**src/rtl/demux3_3_reg.sv**
```systemverilog
// demux3_3_reg: registered 1-to-3 demux with per-channel valid/consume and overflow tracking
module demux3_3_reg #(
  parameter int LARGURA = 3
) (
  input  logic               Clock,
  input  logic               Reset,
  input  logic [LARGURA-1:0] Entrada,
  input  logic [1:0]         Controle,
  input  logic               Escrever,
  input  logic [2:0]         Consumir,
  output logic [LARGURA-1:0] Saida0,
  output logic [LARGURA-1:0] Saida1,
  output logic [LARGURA-1:0] Saida2,
  output logic [2:0]         Valido,
  output logic               Descartado,
  output logic               Erro
);
  logic [2:0] sel, wr, acc, we;
  logic drop;
  always_comb begin
    sel  = Controle == 2'b00 ? 3'b001 : Controle == 2'b01 ? 3'b010 : 3'b100;
    wr   = Escrever ? sel : 3'b000;
    acc  = ~Valido | Consumir;
    we   = wr & acc;
    drop = |(wr & ~acc);
  end
  always_ff @(posedge Clock) begin
    if (Reset) begin
      Saida0     <= '0;
      Saida1     <= '0;
      Saida2     <= '0;
      Valido     <= 3'b000;
      Descartado <= 1'b0;
      Erro       <= 1'b0;
    end else begin
      Saida0     <= we[0] ? Entrada : Saida0;
      Saida1     <= we[1] ? Entrada : Saida1;
      Saida2     <= we[2] ? Entrada : Saida2;
      Valido     <= (Valido & ~Consumir) | we;
      Descartado <= drop;
      Erro       <= Erro | drop;
    end
  end
endmodule

```
**config.mk**
```make
export PLATFORM = sky130hd
export DESIGN_NAME = demux3_3_reg
export DESIGN_NICKNAME = d
export VERILOG_FILES = /design/src/rtl/demux3_3_reg.sv
export SDC_FILE = /design/constraint.sdc
export NUM_CORES = 1
export LEC_CHECK = 0
export ABC_AREA = 0
export BUFFER_PORTS_ARGS = -buffer_cell sky130_fd_sc_hd__buf_4
export CORE_UTILIZATION = 25
export DETAILED_ROUTE_END_ITERATION = 10
export PLACE_DENSITY = 0.45
export SLEW_MARGIN = 0
export SYNTH_ARGS = -nofsm -noshare
export SYNTH_HDL_FRONTEND = slang
export SYNTH_SLANG_ARGS = --single-unit
```
**constraint.sdc**
```tcl
create_clock -name Clock -period 2.7 [get_ports Clock]
set_clock_uncertainty 0.05 [all_clocks]
set_input_delay 0.405 -clock Clock [delete_from_list [all_inputs] [get_ports Clock]]
set_output_delay 0.405 -clock Clock [all_outputs]
set_load 0.05 [all_outputs]
```
=== Word level (Yosys, flattened, before mapping) ===
Cells that the tools add are included.

* Input bits: 11
* Output and inout bits: 14
* Flip-flop bits (word level): 14
* Logic and storage cells: 21

* Reduce and logical (&&, ||, !) cells: 2
* Bitwise logic cells: 9
* Mux-type cells: 3
* Eq/ne operators: 1

{| class="wikitable"
|+ Operator list
! kind !! number
|-
| AND 3 bit || 3
|-
| 2-to-1 mux 3 bit || 3
|-
| NOT 3 bit || 3
|-
| OR 3 bit || 2
|-
| OR reduction 3 bit || 1
|-
| equality test 2 x 1 -> 1 bit (second input constant) || 1
|-
| zero test 2 bit || 1
|-
| OR 1 bit || 1
|}

=== Depth between registers and ports, before layout ===
Gate-level depths: netlist of run 1.

* Word-level depth: 7
* Gate-level depth with buffers: 4
* Mapped depth without buffers: 3

=== Worst setup path before layout of run 1 ===
No wires, ideal clock.

* Path kind: input to register
* Start: input Escrever
* End: register Saida0[0]
* Stages on the path: 4
* Data required time: 2518 ps
* Setup time: 132 ps
* Arrival: 1141 ps
* Setup slack: 1377 ps
* Buffers on the path: 1
* Path through: buf_2 or3b_1 o21ai_1 a21oi_1

* Longest elaborated chain between the ends: 2

{| class="wikitable"
|+ RTL lines
! element !! RTL line !! source
|-
| start: declaration || 9 || <nowiki>input logic Escrever,</nowiki>
|-
| 2-to-1 mux 3 bit || 22 || <nowiki>wr = Escrever ? sel : 3'b000;</nowiki>
|-
| AND 3 bit || 24 || <nowiki>we = wr & acc;</nowiki>
|-
| end signal: assignment || 36 || <nowiki>Saida0 <= we[0] ? Entrada : Saida0;</nowiki>
|-
| end: declaration || 11 || <nowiki>output logic [LARGURA-1:0] Saida0,</nowiki>
|}

No other way between the ends.
A chain may end at the register's enable or synchronous reset.

=== Final worst setup path of run 1 ===
* Start: register Valido[2]
* End: output Valido[2]

{| class="wikitable"
|+ RTL lines
! element !! RTL line !! source
|-
| start: declaration || 14 || <nowiki>output logic [2:0] Valido,</nowiki>
|-
| start signal: assignment || 39 || <nowiki>Valido <= (Valido & ~Consumir) | we;</nowiki>
|}

No word-level cell between the ends.

==> summary.md, run 1 <==
| Metric | Value |
|---|---|
| Outcome | complete, no violations |
| CP bufs+invs | 1 |
| Initial Utilization | 0.274 |
| Power Density | 521 nW/µm² |
| Synth Cell Area | 559 µm² |
| Final Max Tran Viols | 0 |
| Slowest CP cell | dfxtp_1 |
| Antenna violations before repair | 0 |
| RSZ-0062 raised after global routing | no |
| Share of layout cells above drive strength 1 | 0.333 |
| Max stage delay on crit path | 370 ps |
| Die Wd | 49.3 µm |
| Drt via density | 4.71 |
| Clock sink count | 14 |
| Routing usage on met1 | 0.155 |
| Crit end category | output port |
| Count of boundary I/O pins | 25 |
| WP data arrival | 860 ps |
| Most common flop cell mapped by yosys | dfxtp_1 |
| Largest delay share family, worst path | flip-flops |
| Resize count post-CTS | 0 |
| Initial DRC Count | 8 |
| Final net count | 100 |
| Crit-path max FO | 4 |
| Post-layout total power | 0.410 mW |
| Largest net degree at the start of global routing | 15 |
| Startpoint types | register |
| Synth unique cells | 19 |
| Final min period | 1310 ps |
| Met3 Usage GRT | 0.0592 |
| Final instance area | 787 µm² |
| GRT Util Overall | 0.124 |
| Worst-path clk slew | 80 ps |
| Detailed Place HPWL | 1.05 mm |
| EDFF count, synth | 0 |
| GRT met2 Usage | 0.183 |
| First-pass GRT wire length | 2.20 mm |
| Synth Instances | 62 |
| Gr busiest metal | met2 |
| Yosys reg bits | 14 |
| Critical Path, Cell by Cell | buf_4 |
| Max Freq | 0.762 GHz |
| Final Wtd Congestion | 0.719 |
| Leakage Power | 0.320 nW |
| Worst reg2reg startpoint | Valido[0] |
| Seq/Total Area, Yosys | 0.501 |
| Wire per inst | 11.9 µm |
| Remaining DRCs | 0 |
| Post-CTS Setup Inserts | 0 |
| Post-Route WL | 1.35 mm |
| Yosys warns | 0 |
| CP startpoint | Valido[2] |
| Root Driver | clkbuf_4 |
| Peak VDD IR | 317 µV |
| Worst Hold Class | input pin to register |
| Mean Syn Cell Area | 9.02 µm² |
| Core ar. | 2040 µm² |
| Hold_buf cts | 0 |
| Final setup viols | 0 |
| Post-DP Area | 764 µm² |
| H-tree depth | 1 |
| CTS Buffer Depth | 2 |
| DRT antenna net count | 0 |
| DR pass1 iterations | 4 |
| Gr ovfl total | 0 |
| Hold wc startpoint | Reset |
| Syn-to-layout area delta | 40.7% |
| Max-Cap Viols | 0 |
| Final count of hold timing violations | 0 |
| Num CTS Buffers | 3 |
| Cell row count | 16 |
| Vias in the first global route | 491 |
| CP Class | register to output port |
| Die area | 2430 µm² |
| Die Y | 49.3 µm |
| Fin Setup TNS | 0 ps |
| Vias | 537 |
| Worst skew pair latency | 280 ps |
| Antenna Diode Count | 0 |
| Slew Limit Headroom | 0.780 |
| Filler cells | 236 |
| Req. time, crit path | 2250 ps |
| CTS tree | done |
| Post-synth ARST share | 0 |
| Syn Nets | 73 |
| Fin crit share | 0.486 |
| I/O Buffers | 24 |
| Actual slew at the worst max-slew pin | 329 ps |
-- final cells by class --
cell class                      instances  area (µm²)  share of cell area
Clock buffer                            3        22.5              0.0286
Inverter                                1        3.75             0.00477
Tap cell                               27        33.8              0.0429
Multi-Input combinational cell         45         267               0.339
Timing Repair Buffer                   24         180               0.229
Sequential cell                        14         280               0.356
-- routing by layer --
metal	vias to the layer above	wire length (µm)
met4	0	10
met1	237	668
met5	-	0
met2	20	566
li1	278	-
met3	2	108
-- where the power goes --
part	total (mW)	internal [mW]	switching, mW
clock	0.116	0.0517	0.0642
combinational	0.0765	0.0276	0.0489
sequential	0.218	0.214	0.00383
-- state kept, by name (all words and copies together) (netlist names) --
register	cells
Valido	3
Descartado	1
Erro	1
Saida0	3
Saida1	3
Saida2	3
-- cell families (layout without fill, tap and decap cells) --
family,Yosys count,count (layout),share of synthesized area
compound gates,23,23,0.224
buf+inv,3,28,0.0223
flops,14,14,0.501
simple gates,22,22,0.253
-- placed cells by master (no fill, tap or decap), drive strengths merged --
cell type | synthesis | layout
nor3b | 1 | 1
inv | 1 | 1
nor2 | 1 | 1
nand2 | 1 | 1
clkbuf | 1 | 3
and3b | 1 | 1
nand3 | 6 | 6
a221oi | 1 | 1
o21ai | 9 | 9
or3b | 1 | 1
nand3b | 1 | 1
nand4 | 3 | 3
a21oi | 13 | 13
nand2b | 3 | 3
and4b | 1 | 1
buf | 1 | 24
nor2b | 3 | 3
dfxtp | 14 | 14
-- path summary, 6_finish.rpt --
kind               end  cells after the start  slack, ps
max          Valido[2]                      1       1390
min reg2reg       Erro                      2        400
min          Saida1[0]                      2        350
max reg2reg       Erro                      3       1610
-- per-stage QoR --
| step | setup WS, ps | utilization | cells | hold slack, ps |
|---|---|---|---|---|
| 3_5_place_dp | 1330 | 0.374 | 111 | 390 |
| 6_report | 1390 | 0.385 | 114 | 345 |
| 4_1_cts | 1380 | 0.385 | 114 | 340 |
| 3_3_place_gp | 1320 | 0.374 | 111 | 390 |
| 2_1_floorplan | 1380 | - | 62 | 424 |
| 5_1_grt | 1340 | 0.385 | 114 | 338 |
-- Yosys cell counts (3+ instances only) --
cell / count / area share
a21oi_1: 13 / 0.12
dfxtp_1: 14 / 0.50
nand2b_1: 3 / 0.034
nand3_1: 6 / 0.054
nand4_1: 3 / 0.034
nor2b_1: 3 / 0.034
o21ai_0: 6 / 0.054
o21ai_1: 3 / 0.027
(Power assumes the default switching activity.)
==> run 2, diff against run 1 <==
--- a/config.mk
+++ b/config.mk
@@ -9,7 +9,7 @@
 export BUFFER_PORTS_ARGS = -buffer_cell sky130_fd_sc_hd__buf_4
 export CORE_UTILIZATION = 25
 export DETAILED_ROUTE_END_ITERATION = 10
-export PLACE_DENSITY = 0.45
+export PLACE_DENSITY = 0.47
 export SLEW_MARGIN = 0
 export SYNTH_ARGS = -nofsm -noshare
 export SYNTH_HDL_FRONTEND = slang
==> constraint.sdc (replaced) <==
create_clock -name Clock -period 1.2 [get_ports Clock]
set_clock_uncertainty 0.05 [all_clocks]
set_input_delay 0.18 -clock Clock [delete_from_list [all_inputs] [get_ports Clock]]
set_output_delay 0.18 -clock Clock [all_outputs]
set_load 0.05 [all_outputs]
==> summary.md, run 2 (synthesis results as in run 1) <==
| Metric | Value |
|---|---|
| Worst Hold Depth | 2 |
| Core ar. | 2040 µm² |
| Slew Limit Headroom | 0.786 |
| Worst skew pair latency | 270 ps |
| Most frequent cells in the layout | buf_4, a21oi_1, dfxtp_1, nand3_1, o21ai_0 |
| Multi-input logic area | 267 µm² |
| Most common cell after layout, fill and taps aside | buf_4 |
| Die Wd | 49.3 µm |
| Die area | 2430 µm² |
| Final net count | 100 |
| DRT antenna net count | 0 |
| CP Class | register to register |
| Startpoint types | register |
| WP data arrival | 1210 ps |
| Register area | 284 µm² |
| Root Driver | clkbuf_4 |
| Max Freq | 0.908 GHz |
| Antenna violations before repair | 0 |
| Worst-path clk slew | 80 ps |
| Int Power | 0.660 mW |
| Num CTS Buffers | 3 |
| WHS | 118 ps |
| Max-Cap Viols | 0 |
| Post-CTS Setup Inserts | 0 |
| Syn-to-layout area delta | 41.4% |
| Hold Path Sink | Valido[2] |
| Switching pwr | 0.255 mW |
| Hold wc startpoint | Reset |
| Antenna Diode Count | 0 |
| Vias | 535 |
| Crit end category | register |
| Post-Route WL | 1.31 mm |
| Sequential cell fraction of total power | 0.536 |
| Final count of hold timing violations | 0 |
| Largest net degree at the start of global routing | 15 |
| Detailed Place HPWL | 1.03 mm |
| Filler cells | 228 |
| Fin Setup TNS | 0 ps |
| CP startpoint | Valido[0] |
| Cell row count | 16 |
| Drt via density | 4.69 |
| RSZ-0062 raised after global routing | no |
| Actual slew at the worst max-slew pin | 320 ps |
| CTS Buffer Depth | 2 |
| Fin crit share | 0.918 |
| Final setup viols | 0 |
| Final Max Tran Viols | 0 |
| Worst reg2reg startpoint | Valido[0] |
| Finished Layout Cells | 114 |
| Power Density | 1160 nW/µm² |
| Count of boundary I/O pins | 25 |
| R2r setup slk | 100 ps |
| H-tree depth | 1 |
| Worst r2r path cells | 3 |
| Crit-path max FO | 4 |
| Remaining DRCs | 0 |
| Req. time, crit path | 1310 ps |
| CTS tree | done |
| Vias in the first global route | 544 |
| Post-layout util | 0.387 |
| Worst Hold Class | input pin to register |
| GRT Util Overall | 0.123 |
| Initial DRC Count | 6 |
| Initial Utilization | 0.274 |
| Worst reg2reg path endpoint | Erro |
| Wire per inst | 11.5 µm |
| Gr ovfl total | 0 |
| Peak VDD IR | 651 µV |
| First-pass GRT wire length | 2.28 mm |
| Clock sink count | 14 |
| DR pass1 iterations | 2 |
| Share of layout cells above drive strength 1 | 0.368 |
| Resize count post-CTS | 0 |
| Die Y | 49.3 µm |
| Outcome | complete, no violations |
| Final min period | 1100 ps |
| Hold_buf cts | 0 |
| Clk pwr share | 0.276 |
| Gate power share | 0.187 |
| Post-layout total power | 0.915 mW |
| Sw frac | 0.279 |
| Final Wtd Congestion | 0.763 |
| Leakage Power | 0.321 nW |
| I/O Buffers | 24 |
| Dpl cells | 111 |
run 2: cell counts in the layout (fill, tap and decap cells not counted):
Identical to the previous run, type by type.
run 2: metal layers:
| layer | vias up | wire length [µm] | global-route usage |
|---|---|---|---|
| met4 | 0 | 0 | 0.0588 |
| met3 | 0 | 80 | 0.0374 |
| met1 | 241 | 641 | 0.150 |
| met2 | 16 | 590 | 0.194 |
| li1 | 278 | - | - |
| met5 | - | 0 | 0 |
run 2: final cells by class:
class,count,area share
clock buffer,3,0.0285
inverter,1,0.00475
multi-input combinational,45,0.337
sequential,14,0.359
tap,27,0.0427
timing repair buffer,24,0.228
run 2: metrics by stage:
stage	instance area (µm²)	worst slack, ps
finish	791	98.1
global route	791	31.9
global placement	768	57.7
detailed placement	768	35.8
CTS	791	85.6
floorplan	563	65.4
run 2: power groups by stage:
stage	logic, mW	registers [mW]	clock network, mW
floorplan	0.0435	0.560	0
global placement	0.173	0.502	0
detailed placement	0.173	0.502	0
CTS	0.173	0.491	0.269
global route	0.184	0.494	0.287
finish	0.171	0.491	0.253
run 2: worst max path at each step:
stage | cells past startpoint | end
floorplan | 3 | Erro
global placement | 4 | Saida0[1]
detailed placement | 4 | Saida0[1]
CTS | 3 | Erro
global route | 3 | Saida1[1]
finish | 3 | Erro
run 2: critical path, cell delays in order (launching register included):
cell      delay (ps)
dfxtp_2          330
nor2b_1          170
a221oi_2         340
a21oi_1          110
==> run 3, diff against run 2 <==
--- a/config.mk
+++ b/config.mk
@@ -5,11 +5,11 @@
 export SDC_FILE = /design/constraint.sdc
 export NUM_CORES = 1
 export LEC_CHECK = 0
-export ABC_AREA = 0
+export ABC_AREA = 1
 export BUFFER_PORTS_ARGS = -buffer_cell sky130_fd_sc_hd__buf_4
 export CORE_UTILIZATION = 25
 export DETAILED_ROUTE_END_ITERATION = 10
-export PLACE_DENSITY = 0.47
+export PLACE_DENSITY = 0.46
 export SLEW_MARGIN = 0
 export SYNTH_ARGS = -nofsm -noshare
 export SYNTH_HDL_FRONTEND = slang
==> summary.md, run 3 <==
| Metric | Value |
|---|---|
| Max Freq | 0.942 GHz |
| Antenna violations before repair | 0 |
| Resize count post-CTS | 0 |
| Worst Hold Class | input pin to register |
| Synth Instances | 83 |
| CTS Buffer Depth | 2 |
| Final min period | 1060 ps |
| Die area | 2460 µm² |
| Core ar. | 2040 µm² |
| Slew Limit Headroom | 0.820 |
| Post-layout util | 0.399 |
| GRT Util Overall | 0.109 |
| Crit-path max FO | 6 |
| Final Wtd Congestion | 0.720 |
| Syn Nets | 94 |
| CP Class | register to register |
| Final setup viols | 0 |
| Cell row count | 16 |
| Crit end category | register |
| Startpoint types | register |
| H-tree depth | 1 |
| DRT antenna net count | 0 |
| Detailed Place HPWL | 955 µm |
| Remaining DRCs | 0 |
| WP data arrival | 1180 ps |
| Seq/Total Area, Yosys | 0.496 |
| Final count of hold timing violations | 0 |
| Most frequent cells in the layout | nor2_1, buf_4, nand2_1, inv_1, dfxtp_1 |
| Syn-to-layout area delta | 44.0% |
| EDFF count, synth | 0 |
| Post-synth top cells | nor2_1, nand2_1, dfxtp_1, inv_1, o21ai_0 |
| Post-synth ARST share | 0 |
| Actual slew at the worst max-slew pin | 270 ps |
| Req. time, crit path | 1320 ps |
| Yosys reg bits | 14 |
| Vias in the first global route | 495 |
| Final net count | 122 |
| Synth Cell Area | 566 µm² |
| Max-Cap Viols | 0 |
| Root Driver | clkbuf_4 |
| Largest area contributor in the netlist | dfxtp_1 |
| Mean Syn Cell Area | 6.81 µm² |
| Wire per inst | 8.74 µm |
| Largest net degree at the start of global routing | 12 |
| Power Density | 1290 nW/µm² |
| Share of layout cells above drive strength 1 | 0.327 |
| Fin Setup TNS | 0 ps |
| Post-CTS Setup Inserts | 0 |
| Drt via density | 4.01 |
| Post-synth top area share | 0.496 |
| Synth unique cells | 12 |
| Final Max Tran Viols | 0 |
| Worst-path clk slew | 90 ps |
| Num CTS Buffers | 3 |
| Die Y | 49.6 µm |
| Post-Route WL | 1.20 mm |
| Most common cell in the netlist | nor2_1 |
| Worst Hold Depth | 2 |
| Count of boundary I/O pins | 25 |
| Fin crit share | 0.885 |
| Synth top area cells | dfxtp_1, nor2_1, nand2_1 |
| Initial DRC Count | 10 |
| Worst skew pair latency | 280 ps |
| Leakage Power | 0.438 nW |
| DR pass1 iterations | 4 |
| Clock sink count | 14 |
| Yosys warns | 0 |
| Die Wd | 49.6 µm |
| Filler cells | 239 |
| Vias | 549 |
| Antenna Diode Count | 0 |
| First-pass GRT wire length | 2.04 mm |
| Gr ovfl total | 0 |
| Peak VDD IR | 739 µV |
| Outcome | complete, no violations |
| Worst r2r path cells | 7 |
| I/O Buffers | 24 |
| WHS | 29.0 ps |
| Initial Utilization | 0.277 |
| RSZ-0062 raised after global routing | no |
| CTS tree | done |
| Hold_buf cts | 0 |
| Most common flop cell mapped by yosys | dfxtp_1 |
[run 3: changes by cell type after synthesis, moves of 3 or more]
cell and change:
nor2b_1 -3, inv_1 +12, a21oi_1 -12, nand2_1 +15, nor2_1 +23, nand2b_1 -3
nand3_1 -4, o21ai_1 -3
[run 3: power by group]
| group | switching (mW) | total (mW) | internal, mW | leakage [nW] |
|---|---|---|---|---|
| combinational | 0.141 | 0.213 | 0.0717 | 0.301 |
| sequential | 0.0113 | 0.500 | 0.488 | 0.116 |
| clock | 0.151 | 0.335 | 0.184 | 0.0210 |
| total | 0.303 | 1.05 | 0.744 | 0.438 |
[run 3: metrics by stage]
stage | std cells | area (µm²) | setup WS [ps] | power (mW)
6_report | 137 | 815 | 138 | 1.05
5_1_grt | 137 | 815 | 36.5 | 1.11
4_1_cts | 137 | 815 | 137 | 1.06
3_5_place_dp | 133 | 778 | 183 | 0.725
3_3_place_gp | 133 | 778 | 198 | 0.725
2_1_floorplan | 83 | 569 | 73.7 | 0.646
[run 3: cells by family (layout without fill, tap and decap cells)]
family | count (synthesis) | after routing | share of synthesized area
flops | 14 | 14 | 0.496
simple gates | 47 | 47 | 0.339
buf+inv | 15 | 42 | 0.104
compound gates | 7 | 7 | 0.0619
[run 3: final timing paths]
| kind | from | endpoint | slack (ps) |
|---|---|---|---|
| setup reg to reg | Valido[0] | Saida0[2] | 140 |
| hold reg to reg | Erro | Erro | 410 |
| setup / recovery | Valido[0] | Saida0[2] | 140 |
| hold / removal | Reset | Valido[0] | 30 |
[run 3: area by class of cell]
type,instances,area (µm²),area share
multi-input cells,54,226,0.278
clock buffers,4,36.3,0.0445
flip-flops and latches,14,284,0.349
repair buffers,24,180,0.221
inverters,14,53.8,0.0661
well taps,27,33.8,0.0415
[run 3: critical path, stage by stage, from the launching register on]
cell     delay [ps]
dfxtp_2         330
inv_1            30
nor2_1          180
inv_1            80
nand2_2         120
nand2_1          60
nand2_1          50
nor2_1           40
[run 3: per-layer routing]
layer / vias to the layer above / global-route usage / routed length, µm
li1: 299 / - / -
met5: - / 0 / 0
met1: 233 / 0.128 / 554
met2: 15 / 0.173 / 543
met4: 0 / 0.0286 / 13
met3: 2 / 0.0556 / 86
